--- config.mk ---
export PLATFORM = sky130hd
export DESIGN_NAME = multdiv_seq
export DESIGN_NICKNAME = d
export VERILOG_FILES = /design/src/rtl/multdiv_seq_pkg.sv /design/src/rtl/multdiv_abs_neg.sv /design/src/rtl/multdiv_seq.sv
export SDC_FILE = /design/constraint.sdc
export NUM_CORES = 1
export LEC_CHECK = 0
export ABC_CLOCK_PERIOD_IN_PS = 3900
export CORE_MARGIN = 2
export CORE_UTILIZATION = 25
export CTS_BUF_LIST = sky130_fd_sc_hd__clkbuf_4 sky130_fd_sc_hd__clkbuf_8
export DETAILED_ROUTE_END_ITERATION = 12
export GPL_ROUTABILITY_DRIVEN = 0
export SYNTH_ARGS = -nofsm -noshare
export SYNTH_HDL_FRONTEND = slang
export SYNTH_SLANG_ARGS = --single-unit
--- constraint.sdc ---
create_clock -name clock -period 3.9 [get_ports clock]
set_input_delay 0.78 -clock clock [delete_from_list [all_inputs] [get_ports clock]]
set_output_delay 0.78 -clock clock [all_outputs]
set_load 0.05 [all_outputs]
--- src/rtl/multdiv_seq_pkg.sv ---
// Shared definitions for the iterative multiply/divide unit.
//   state_e    : 2-bit controller state encoding
//   ALU_MUL/DIV: ALU opcodes that select the unit in the execute stage
//   MD_WIDTH   : default operand/result width
package multdiv_seq_pkg;

  localparam int MD_WIDTH = 32;

  localparam logic [4:0] ALU_MUL = 5'b00110;
  localparam logic [4:0] ALU_DIV = 5'b00111;

  typedef enum logic [1:0] {
    ST_IDLE = 2'b00,
    ST_MUL  = 2'b01,
    ST_DIV  = 2'b10,
    ST_DONE = 2'b11
  } state_e;

endpackage

--- src/rtl/multdiv_abs_neg.sv ---
// Conditional two's-complement negate.
//   value  : WIDTH-bit input
//   negate : 1 -> result = -value, 0 -> result = value
//   result : WIDTH-bit output
// Used both to take operand magnitudes (negate = sign bit) and to apply the
// final result sign.  The magnitude of the most negative value comes out as
// the same bit pattern, which is correct when read as unsigned.
module multdiv_abs_neg
  import multdiv_seq_pkg::*;
#(
  parameter int WIDTH = MD_WIDTH
) (
  input  logic [WIDTH-1:0] value,
  input  logic             negate,
  output logic [WIDTH-1:0] result
);

  assign result = negate ? (~value + WIDTH'(1'b1)) : value;

endmodule

--- src/rtl/multdiv_seq.sv ---
// Iterative signed multiply/divide unit for the execute stage.
// While an operation runs it freezes F/D/X (stall_fdx) and bubbles X/M
// (nops_to_xm); on completion it pulses result_rdy with the result.
// Ports:
//   clock, reset (async, active-low)
//   ctrl_MULT / ctrl_DIV : start pulses, sampled only in IDLE (MULT wins)
//   data_A / data_B      : signed operands
//   rd_in                : destination tag of the issuing instruction
//   stall_fdx/nops_to_xm : combinational freeze / bubble controls
//   result_rdy           : one-cycle result-valid pulse (registered)
//   data_result          : product low word / quotient (registered, held)
//   data_exception       : overflow or divide-by-zero (registered, held)
//   rd_out               : latched destination tag (registered, held)
module multdiv_seq
  import multdiv_seq_pkg::*;
#(
  parameter int WIDTH = MD_WIDTH
) (
  input  logic             clock,
  input  logic             reset,
  input  logic             ctrl_MULT,
  input  logic             ctrl_DIV,
  input  logic [WIDTH-1:0] data_A,
  input  logic [WIDTH-1:0] data_B,
  input  logic [4:0]       rd_in,
  output logic             stall_fdx,
  output logic             nops_to_xm,
  output logic             result_rdy,
  output logic [WIDTH-1:0] data_result,
  output logic             data_exception,
  output logic [4:0]       rd_out
);

  localparam int CNT_W = $clog2(WIDTH);
  localparam logic [CNT_W-1:0] CNT_LAST = CNT_W'(WIDTH - 1);

  // Product magnitude overflows the signed low word when it cannot be
  // represented after applying the sign: > 2^(W-1)-1 positive, > 2^(W-1) negative.
  function automatic logic mul_overflow(input logic [2*WIDTH-1:0] mag, input logic neg);
    logic ovf;
    if (neg) begin
      ovf = (|mag[2*WIDTH-1:WIDTH]) | (mag[WIDTH-1] & (|mag[WIDTH-2:0]));
    end else begin
      ovf = |mag[2*WIDTH-1:WIDTH-1];
    end
    return ovf;
  endfunction

  state_e             state_r;
  state_e             state_next_s;
  logic [CNT_W-1:0]   count_r;
  logic [2*WIDTH-1:0] acc_r;        // mul: {partial product, multiplier}; div: {remainder, dividend/quotient}
  logic [WIDTH-1:0]   operand_r;    // multiplicand or divisor magnitude
  logic               a_sign_r;
  logic               b_sign_r;
  logic               div0_r;
  logic [4:0]         op_r;
  logic [4:0]         rd_r;

  logic               result_rdy_r;
  logic [WIDTH-1:0]   data_result_r;
  logic               data_exception_r;
  logic [4:0]         rd_out_r;

  logic               start_mul_s;
  logic               start_div_s;
  logic               b_zero_s;
  logic               stall_s;
  logic [WIDTH-1:0]   a_mag_s;
  logic [WIDTH-1:0]   b_mag_s;

  logic [WIDTH:0]     mul_sum_s;
  logic [2*WIDTH-1:0] mul_next_s;
  logic [WIDTH:0]     div_rem_shift_s;
  logic [WIDTH:0]     div_trial_s;
  logic               div_ge_s;
  logic [WIDTH-1:0]   div_rem_next_s;
  logic [2*WIDTH-1:0] div_next_s;

  logic               sign_s;
  logic [WIDTH-1:0]   raw_result_s;
  logic [WIDTH-1:0]   result_s;
  logic               exception_s;

  multdiv_abs_neg #(.WIDTH(WIDTH)) u_abs_a (
    .value  (data_A),
    .negate (data_A[WIDTH-1]),
    .result (a_mag_s)
  );

  multdiv_abs_neg #(.WIDTH(WIDTH)) u_abs_b (
    .value  (data_B),
    .negate (data_B[WIDTH-1]),
    .result (b_mag_s)
  );

  multdiv_abs_neg #(.WIDTH(WIDTH)) u_fix_sign (
    .value  (raw_result_s),
    .negate (sign_s),
    .result (result_s)
  );

  // Start decode: MULT has priority when both pulses arrive together.
  always_comb begin
    start_mul_s = 1'b0;
    start_div_s = 1'b0;
    b_zero_s    = (data_B == {WIDTH{1'b0}});
    if (state_r == ST_IDLE) begin
      start_mul_s = ctrl_MULT;
      start_div_s = ~ctrl_MULT & ctrl_DIV;
    end else begin
      start_mul_s = 1'b0;
      start_div_s = 1'b0;
    end
  end

  // Next-state logic and freeze/bubble controls.
  always_comb begin
    state_next_s = state_r;
    stall_s      = 1'b0;
    case (state_r)
      ST_IDLE: begin
        stall_s = start_mul_s | start_div_s;
        if (start_mul_s) begin
          state_next_s = ST_MUL;
        end else if (start_div_s) begin
          // Divide-by-zero needs no iterations.
          state_next_s = b_zero_s ? ST_DONE : ST_DIV;
        end else begin
          state_next_s = ST_IDLE;
        end
      end
      ST_MUL: begin
        stall_s = 1'b1;
        if (count_r == CNT_LAST) begin
          state_next_s = ST_DONE;
        end else begin
          state_next_s = ST_MUL;
        end
      end
      ST_DIV: begin
        stall_s = 1'b1;
        if (count_r == CNT_LAST) begin
          state_next_s = ST_DONE;
        end else begin
          state_next_s = ST_DIV;
        end
      end
      ST_DONE: begin
        stall_s      = 1'b0;
        state_next_s = ST_IDLE;
      end
      default: begin
        stall_s      = 1'b0;
        state_next_s = ST_IDLE;
      end
    endcase
  end

  // One iteration of shift-add multiply and restoring divide.
  always_comb begin
    mul_sum_s       = {1'b0, acc_r[2*WIDTH-1:WIDTH]}
                    + (acc_r[0] ? {1'b0, operand_r} : {(WIDTH+1){1'b0}});
    mul_next_s      = {mul_sum_s, acc_r[WIDTH-1:1]};
    div_rem_shift_s = {acc_r[2*WIDTH-1:WIDTH], acc_r[WIDTH-1]};
    div_trial_s     = div_rem_shift_s - {1'b0, operand_r};
    div_ge_s        = (div_rem_shift_s >= {1'b0, operand_r});
    if (div_ge_s) begin
      div_rem_next_s = div_trial_s[WIDTH-1:0];
    end else begin
      div_rem_next_s = div_rem_shift_s[WIDTH-1:0];
    end
    div_next_s      = {div_rem_next_s, acc_r[WIDTH-2:0], div_ge_s};
  end

  // Final sign fix-up and exception detection, consumed in DONE.
  always_comb begin
    sign_s       = a_sign_r ^ b_sign_r;
    raw_result_s = acc_r[WIDTH-1:0];
    exception_s  = 1'b0;
    if (div0_r) begin
      sign_s       = 1'b0;
      raw_result_s = {WIDTH{1'b0}};
      exception_s  = 1'b1;
    end else if (op_r == ALU_MUL) begin
      exception_s  = mul_overflow(acc_r, a_sign_r ^ b_sign_r);
    end else begin
      // Only MIN / -1 gives a positive quotient that does not fit.
      exception_s  = ~(a_sign_r ^ b_sign_r) & acc_r[WIDTH-1];
    end
  end

  // Controller state register.
  always_ff @(posedge clock or negedge reset) begin
    if (!reset) begin
      state_r <= ST_IDLE;
    end else begin
      state_r <= state_next_s;
    end
  end

  // Operand capture and iteration datapath.
  always_ff @(posedge clock or negedge reset) begin
    if (!reset) begin
      count_r   <= {CNT_W{1'b0}};
      acc_r     <= {(2*WIDTH){1'b0}};
      operand_r <= {WIDTH{1'b0}};
      a_sign_r  <= 1'b0;
      b_sign_r  <= 1'b0;
      div0_r    <= 1'b0;
      op_r      <= 5'b00000;
      rd_r      <= 5'b00000;
    end else begin
      case (state_r)
        ST_IDLE: begin
          if (start_mul_s || start_div_s) begin
            acc_r     <= {{WIDTH{1'b0}}, (start_mul_s ? b_mag_s : a_mag_s)};
            operand_r <= start_mul_s ? a_mag_s : b_mag_s;
            a_sign_r  <= data_A[WIDTH-1];
            b_sign_r  <= data_B[WIDTH-1];
            div0_r    <= start_div_s & b_zero_s;
            op_r      <= start_mul_s ? ALU_MUL : ALU_DIV;
            rd_r      <= rd_in;
            count_r   <= {CNT_W{1'b0}};
          end
        end
        ST_MUL: begin
          acc_r   <= mul_next_s;
          count_r <= count_r + CNT_W'(1);
        end
        ST_DIV: begin
          acc_r   <= div_next_s;
          count_r <= count_r + CNT_W'(1);
        end
        ST_DONE: begin
          count_r <= {CNT_W{1'b0}};
        end
        default: begin
          count_r <= {CNT_W{1'b0}};
        end
      endcase
    end
  end

  // Result registers: loaded on leaving DONE and held until the next completion.
  always_ff @(posedge clock or negedge reset) begin
    if (!reset) begin
      result_rdy_r     <= 1'b0;
      data_result_r    <= {WIDTH{1'b0}};
      data_exception_r <= 1'b0;
      rd_out_r         <= 5'b00000;
    end else begin
      result_rdy_r <= (state_r == ST_DONE);
      if (state_r == ST_DONE) begin
        data_result_r    <= result_s;
        data_exception_r <= exception_s;
        rd_out_r         <= rd_r;
      end
    end
  end

  assign stall_fdx      = stall_s;
  assign nops_to_xm     = stall_s;
  assign result_rdy     = result_rdy_r;
  assign data_result    = data_result_r;
  assign data_exception = data_exception_r;
  assign rd_out         = rd_out_r;

endmodule

==> reports/summary.txt, run 1 <==
Max H-tree Level: 4
DR vias: 12600
ys flop type: dfrtp_1
PortBufs: 113
Crit Path Max Fanout: 12
Seq/Total Area, Yosys: 29.1%
DP Cell Count: 2319
syn nets: 1746
initial antenna violation count: 1
vias in the first global route: 12200
crit path launch type: flop
Period minus WS final: 3.57 ns
Worst Skew: 0.0152 ns
area taken by multi-input logic gates: 8660 µm²
crit share post-route: 91.5%
Detail Route Antenna Nets: 0
height of the chip: 233 µm
Non-Filler Instances: 2352
Post-synth EDFFs: 0
DR pass1 iterations: 6
synth unique cells: 76
DIE AREA: 54100 µm²
worst hold path type: in2async
worst r2r dst: acc_r[59]
RSZ-0062 raised after global routing: no
crit path DAT: 3.92 ns
GRT busiest layer: met2
Finish-stage setup viols: 0
Inserted Clock Buffers: 17
Clock Sinks: 152
CTS tree: built
Worst-path clk slew: 0.09 ns
Syn-to-layout area delta: 17.2%
post-synth top area share: 29.1%
Starting Density: 25.3%
status: completed
initial drt markers: 1325
Clock Tree Buf Depth: 2
fraction of registers with async set/reset: 100%
final count of hold timing violations: 0
leakage power: 6.31 nW
vias per cell: 5.36
R2R setup slack: 0.33 ns
GR Util met3: 1.88%
drt wl/cell: 18.6 µm
Cell Rows: 83
max cap viols: 0
ranking of synthesized cells by area: dfrtp_1 29%, ha_1 7.1%, o21ai_0 5.9%
met1 GRT Util: 22.0%
total routed wirelength: 43800 µm
Synth Register Bits: 152
Netlist Area Pre-Place: 13100 µm²
I/O pins: 114
Skew-Pair Late Insertion Delay: 0.48 ns
Final Core Density: 29.7%
Residual DRC: 0
TNS Setup: 0 ns
Hold Buf Count CTS: 0
Nets: 1807
Cells after Synth: 1597
Die W: 233 µm
core area: 51500 µm²
post_cts resized: 0
Slew Limit Fails: 0
slew margin rel.: 26.3%
Worst EP required: 4.25 ns
Reg2Reg Depth: 12
setup bufs post-CTS: 0
yosys warns: 0
worst r2r src: acc_r[0]
Fmax: 0.280 GHz
CP Capture Type: flop
met2 global-route usage: 26.1%
leading area contributor after synthesis: dfrtp_1
hpwl dp: 33600 µm
pwr dens: 878 nW/µm²
crit path kind: reg2reg
worst slew pin tran: 1.10 ns
first-pass GRT wire length: 69500 µm
Storage cell area: 3800 µm²
VDD IR max: 0.476 mV
Root Buffer: clkbuf_8
GRT overflow: 0
Layout fillers: 5511
fraction of layout cells with a size suffix above 1: 6.76%
pin count of the biggest net entering global routing: 98
Avg Cell Area, Syn: 8.18 µm²
GRT Util Overall: 16.2%
==> synth_stat cells, drive strengths merged, types with 15 or more instances <==
master   count
a221oi      22
a21o        16
nand3       24
a22o        34
nand2      182
xor2        75
nor4        15
nor2       101
and2        40
clkbuf      89
a21oi      121
o31ai       35
nand4       15
a221o       22
mux2i       18
nor3        21
mux2        19
o2bb2ai     27
o21ai      160
xnor2       69
ha          74
dfrtp      152
inv         57
==> report_power, final <==
group / total (W) / internal, W / leakage (nW) / switching (W)
Clock: 0.00125 / 0.000590 / 0.197 / 0.000664
Sequential: 0.00325 / 0.00228 / 1.91 / 0.000973
Combinational: 0.00894 / 0.00342 / 4.20 / 0.00552
Total: 0.0134 / 0.00629 / 6.31 / 0.00715
==> layout make-up <==
type / instances / area share, %
multi-input cells: 1287 / 56.6
flip-flops and latches: 152 / 24.9
repair buffers: 143 / 9.00
well taps: 680 / 5.56
clock buffers: 18 / 1.62
inverters: 57 / 1.40
clock inverters: 14 / 0.973
diodes: 1 / 0.0164
==> worst max path at each step <==
stage,startpoint,endpoint,slack [ns],cells past startpoint
after floorplan,ctrl_MULT,stall_fdx,0.54,5
after global placement,data_B[14],acc_r[24],0.26,10
after CTS,acc_r[0],acc_r[59],0.39,12
final,acc_r[0],acc_r[59],0.33,12
after global routing,acc_r[0],acc_r[59],0.11,12
after detailed placement,data_B[14],acc_r[24],0.27,10
==> stage by stage <==
| step | hold slack (ns) | cell area [µm²] | setup slack (ns) | power, W |
|---|---|---|---|---|
| after CTS | 0.421 | 15300 | 0.386 | 0.0134 |
| final | 0.362 | 15300 | 0.332 | 0.0134 |
| after floorplan | 0.441 | 13100 | 0.541 | 0.00936 |
| after global placement | 0.466 | 14900 | 0.260 | 0.0120 |
| after global routing | 0.445 | 15300 | 0.110 | 0.0144 |
| after detailed placement | 0.472 | 14900 | 0.270 | 0.0121 |
==> registers in the layout (all words and copies together), names as in the netlist <==
name,flops
div0_r,1
acc_r,64
rd_out,5
b_sign_r,1
rd_r,5
operand_r,32
a_sign_r,1
data_exception,1
result_rdy,1
state_r,2
op_r,2
count_r,5
data_result,32
==> worst max-delay path, cell delays in order, from the launching register on <==
cell and delay [ns]:
dfrtp_1 0.58, and2_1 0.19, ha_1 0.19, fa_1 0.26, a211o_1 0.15, o211ai_1 0.17
a211o_1 0.35, a311o_1 0.35, o41ai_2 0.38, o221ai_1 0.24, xnor2_1 0.18, a221oi_1 0.27
o21ai_0 0.13
==> cell usage in the layout (no fill, tap or decap), types with 7 or more instances in the layout <==
cell,n
nor2b_1,9
a22o_1,34
nor2_1,101
nor3_1,20
o31ai_1,32
o211ai_1,14
nand2_1,181
o41ai_1,10
buf_4,30
nor4_1,13
mux2i_1,18
xnor2_1,69
a21o_1,16
a221oi_1,22
inv_1,55
o21ai_0,153
a22oi_1,13
clkbuf_8,18
ha_1,74
nand3_1,23
a211oi_1,9
and3_1,14
nand4_1,15
a21oi_1,120
xor2_1,75
o21bai_1,11
or3_1,7
clkdlybuf4s50_1,110
dfrtp_1,152
a31oi_1,12
nor3b_1,8
nand2b_1,9
and2_1,40
a221o_1,22
mux2_2,19
or4_1,12
o2bb2ai_1,27
==> logic make-up after synthesis <==
family	share of synthesized area [%]
AO/OA/AOI/OAI	28.5
XOR/XNOR	9.66
buffers and inverters	4.65
AND/OR/NAND/NOR	17.6
flip-flops	29.1
multiplexers	3.02
adder cells (fa/ha/maj)	7.40
==> per-layer routing <==
metal,vias to the layer above,wire length [µm]
met2,541,19900
li1,6000,-
met1,5998,19700
met5,-,0
met4,0,1550
met3,76,2650
(Power assumes the default switching activity.)
==> inputs of run 2 (changes only) <==
--- a/config.mk
+++ b/config.mk
@@ -6,7 +6,7 @@
 export NUM_CORES = 1
 export LEC_CHECK = 0
 export ABC_CLOCK_PERIOD_IN_PS = 3900
-export CORE_MARGIN = 2
+export CORE_MARGIN = 5
 export CORE_UTILIZATION = 25
 export CTS_BUF_LIST = sky130_fd_sc_hd__clkbuf_4 sky130_fd_sc_hd__clkbuf_8
 export DETAILED_ROUTE_END_ITERATION = 12
==> reports/summary.txt, run 2 (synthesized netlist as in run 1, its figures left out) <==
pre-CTS setup slack: 0.283 ns
most frequent cells in the layout: 181 x nand2_1, 153 x o21ai_0, 152 x dfrtp_1, 120 x a21oi_1, 110 x clkdlybuf4s50_1
vias in the first global route: 12200
Slew Limit Fails: 0
Nets: 1813
hpwl dp: 34300 µm
core area: 51500 µm²
sw frac: 52.9%
Int Power: 0.00633 W
TNS Setup: 0 ns
hold slack: 0.343 ns
crit path DAT: 4.03 ns
Fmax: 0.273 GHz
I/O pins: 114
worst hold path type: in2async
Final Core Density: 29.8%
slew margin rel.: 22.1%
Skew-Pair Late Insertion Delay: 0.48 ns
Worst-path clk slew: 0.09 ns
combinational fraction of design power: 66.3%
CTS tree: built
Detail Route Antenna Nets: 0
leakage power: 6.33 nW
final count of hold timing violations: 0
Starting Density: 25.3%
status: completed
max cap viols: 0
fraction of layout cells with a size suffix above 1: 7.10%
PortBufs: 113
vias per cell: 5.37
Inserted Clock Buffers: 17
Reg power frac: 24.0%
Clock Tree Buf Depth: 2
most common cell after layout, fill and taps aside: nand2_1
Syn-to-layout area delta: 17.6%
setup bufs post-CTS: 0
Clock Power Share: 9.7%
Crit Path Max Fanout: 20
crit path launch type: flop
DIE AREA: 56900 µm²
initial antenna violation count: 0
Cell Rows: 83
pin count of the biggest net entering global routing: 98
Worst EP required: 4.26 ns
Root Buffer: clkbuf_8
Residual DRC: 0
Slowest cell on crit path: a31oi_4
crit-path leading delay family: compound AO/OA/AOI/OAI gates
Largest Register: acc_r
first-pass GRT wire length: 70200 µm
max reg flops: 64
Non-Filler Instances: 2357
Period minus WS final: 3.67 ns
crit path kind: reg2reg
GRT Util Overall: 15.2%
Finish-stage setup viols: 0
DR pass1 iterations: 6
RSZ-0062 raised after global routing: no
height of the chip: 239 µm
final setup margin: 0.231 ns
crit share post-route: 94.1%
CP Buf/Inv Count: 1
initial drt markers: 988
worst slew pin tran: 1.16 ns
CP cell instances: inv_1 -> ha_1 -> nor2b_1 -> o21ai_0 -> o211ai_1 -> a22oi_1 -> a21oi_2 -> a31oi_4 -> mux2_2 -> a221oi_1 -> nor2_1
Die W: 239 µm
Worst Skew: 0.0191 ns
VDD IR max: 0.579 mV
Hold Buf Count CTS: 0
drt wl/cell: 18.7 µm
net switching power: 0.00710 W
GRT overflow: 0
DP Cell Count: 2325
CP Capture Type: flop
Largest stage delay, worst path: 0.67 ns
Clock Sinks: 152
Max H-tree Level: 4
DR vias: 12600
total routed wirelength: 44200 µm
post_cts resized: 0
Antenna diodes: 0
pwr dens: 875 nW/µm²
## run 2: cell count changes in the layout (fill, tap and decap cells not counted), sizes merged
cell	before	now
clkinvlp	3	5
clkbuf	18	20
diode	1	0
buf	33	39
inv	60	61
clkinv	6	1
## run 2: routing by layer
metal	share of wire (%)	global-route usage (%)	wire length (µm)	up-vias
li1	-	-	-	6003
met1	44	20.4	19600	6067
met2	45	24.6	20100	495
met3	6.2	2.26	2760	81
met4	3.9	5.90	1730	0
met5	0	0	0	-
## run 2: path summary, 6_finish.rpt
kind / startpoint / endpoint / slack (ns) / cells after the start
max: operand_r[1] / acc_r[41] / 0.23 / 11
min: reset / operand_r[29] / 0.34 / 1
max reg2reg: operand_r[1] / acc_r[41] / 0.23 / 11
min reg2reg: data_result[21] / data_result[21] / 0.49 / 1
max in group asynchronous: reset / acc_r[52] / 2.72 / 2
min in group clock: data_result[21] / data_result[21] / 0.49 / 1
## run 2: area by class of cell
cell class,count,area [µm²]
multi-input combinational,1287,8660
tap,680,851
clock buffer,20,275
sequential,152,3800
timing repair buffer,149,1410
clock inverter,12,138
fill,5531,36200
inverter,57,214
## run 2: stage by stage
| stage | total power (W) | instance area (µm²) |
|---|---|---|
| after global routing | 0.0145 | 15300 |
| after global placement | 0.0119 | 14900 |
| final | 0.0134 | 15300 |
| after floorplan | 0.00936 | 13100 |
| after detailed placement | 0.0121 | 14900 |
| after CTS | 0.0134 | 15300 |
## run 2: power by group through the flow
stage	combinational (W)	clock, W	sequential (W)
3_5_place_dp	0.00884	0	0.00324
5_1_grt	0.00977	0.00138	0.00332
4_1_cts	0.00889	0.00132	0.00321
3_3_place_gp	0.00872	0	0.00322
6_report	0.00890	0.00130	0.00322
2_1_floorplan	0.00593	0	0.00343
==> inputs of run 3 (changes only) <==
--- a/config.mk
+++ b/config.mk
@@ -7,10 +7,11 @@
 export LEC_CHECK = 0
 export ABC_CLOCK_PERIOD_IN_PS = 3900
 export CORE_MARGIN = 5
-export CORE_UTILIZATION = 25
+export CORE_UTILIZATION = 50
 export CTS_BUF_LIST = sky130_fd_sc_hd__clkbuf_4 sky130_fd_sc_hd__clkbuf_8
 export DETAILED_ROUTE_END_ITERATION = 12
 export GPL_ROUTABILITY_DRIVEN = 0
+export PLACE_DENSITY = 0.71
 export SYNTH_ARGS = -nofsm -noshare
 export SYNTH_HDL_FRONTEND = slang
 export SYNTH_SLANG_ARGS = --single-unit
==> reports/summary.txt, run 3 (synthesized netlist as in run 1, its figures left out) <==
status: completed
Worst EP required: 4.29 ns
max cap viols: 0
fraction of layout cells with a size suffix above 1: 7.04%
Reg power frac: 24.1%
PortBufs: 113
pwr dens: 902 nW/µm²
final count of hold timing violations: 0
worst hold path type: in2async
combinational fraction of design power: 66.5%
total routed wirelength: 41800 µm
Syn-to-layout area delta: 14.3%
hpwl dp: 32100 µm
Clock Power Share: 9.4%
DIE AREA: 29400 µm²
RSZ-0062 raised after global routing: no
DR pass1 iterations: 6
Skew-Pair Late Insertion Delay: 0.47 ns
Worst-path clk slew: 0.10 ns
Antenna diodes: 0
Critical Path Source: acc_r[0]
Slew Limit Fails: 0
Final Core Density: 57.6%
setup bufs post-CTS: 0
Fmax: 0.277 GHz
core area: 25900 µm²
Period minus WS final: 3.61 ns
DR vias: 12800
GRT overflow: 0
Starting Density: 50.4%
Die W: 172 µm
pin count of the biggest net entering global routing: 98
TNS Setup: 0 ns
CTS tree: built
most frequent cells in the layout: 181 x nand2_1, 153 x o21ai_0, 152 x dfrtp_1, 120 x a21oi_1, 110 x clkdlybuf4s50_1
drt wl/cell: 20.8 µm
net switching power: 0.00715 W
height of the chip: 172 µm
Inserted Clock Buffers: 17
worst r2r src: acc_r[0]
design area: 14900 µm²
VDD IR max: 0.698 mV
most common cell after layout, fill and taps aside: nand2_1
post_cts resized: 0
hold slack: 0.261 ns
Slowest cell on crit path: a311oi_1
first-pass GRT wire length: 65600 µm
CP cell instances: buf_4 -> and2_1 -> ha_1 -> a21oi_1 -> o21ai_0 -> nor3_1 -> or2_2 -> a311oi_1 -> a211oi_1 -> xnor2_1 -> nand2_1 -> a31oi_1
Finish-stage setup viols: 0
Largest Register: acc_r
crit path launch type: flop
Largest stage delay, worst path: 0.58 ns
Detail Route Antenna Nets: 0
CP Capture Type: flop
Residual DRC: 0
crit path kind: reg2reg
Cell Rows: 59
crit share post-route: 92.5%
crit path DAT: 4.00 ns
Placed Area: 14500 µm²
Root Buffer: clkbuf_8
max reg flops: 64
I/O pins: 114
Worst Skew: 0.0141 ns
vias in the first global route: 12000
Crit Path Max Fanout: 25
Nets: 1812
vias per cell: 6.38
GRT Util Overall: 28.0%
Max H-tree Level: 4
slew margin rel.: 11.3%
initial drt markers: 1530
leakage power: 6.35 nW
Clock Tree Buf Depth: 2
Clock Sinks: 152
initial antenna violation count: 0
Int Power: 0.00632 W
pre-CTS setup slack: 0.325 ns
Hold Buf Count CTS: 0
worst slew pin tran: 1.32 ns
sw frac: 53.1%
final setup margin: 0.294 ns
## run 3: path summary, 6_finish.rpt
| check | to | slack (ns) | depth (start not counted) |
|---|---|---|---|
| worst min-delay path | data_result[8] | 0.26 | 1 |
| worst max register to register | acc_r[60] | 0.29 | 12 |
| worst max-delay path | acc_r[60] | 0.29 | 12 |
| min in group clock | op_r[1] | 0.49 | 1 |
| max in group asynchronous | operand_r[31] | 2.83 | 2 |
| worst min register to register | op_r[1] | 0.49 | 1 |
## run 3: metal layers
layer	wire length [µm]	part of all wire, %	track usage, %	vias up
met5	0	0	0	-
met4	1430	3.4	10.1	0
met3	3780	9.0	4.32	95
met2	18800	45	44.7	654
met1	17800	43	38.8	6075
li1	-	-	-	6008
## run 3: power by group through the flow
| stage | Combinational [W] | Sequential (W) | Clock, W |
|---|---|---|---|
| after floorplan | 0.00593 | 0.00343 | 0 |
| after global placement | 0.00871 | 0.00323 | 0 |
| after detailed placement | 0.00879 | 0.00324 | 0 |
| after CTS | 0.00885 | 0.00321 | 0.00127 |
| after global routing | 0.00971 | 0.00332 | 0.00134 |
| final | 0.00896 | 0.00325 | 0.00126 |
## run 3: critical path: cells and delay by family (launching register included)
kind	cells	cell delay, ns
xor gates and xnor gates	1	0.25
and+or+nand+nor	4	0.66
adders and majority gates	1	0.39
buffers and inverters	1	0.31
DFF	1	0.53
AOI/OAI and AO/OA	5	1.38
## run 3: per-stage QoR
step / instances / power (W)
2_1_floorplan: 1597 / 0.00936
3_3_place_gp: 1979 / 0.0119
3_5_place_dp: 1979 / 0.0120
4_1_cts: 2011 / 0.0133
5_1_grt: 2011 / 0.0144
6_report: 2011 / 0.0135
## run 3: final cells by class
class	instances	area, µm²
Clock buffer	17	234
Clock inverter	15	159
Fill cell	2361	11000
Inverter	57	214
Multi-Input combinational cell	1287	8660
Sequential cell	152	3800
Tap cell	335	419
Timing Repair Buffer	148	1440
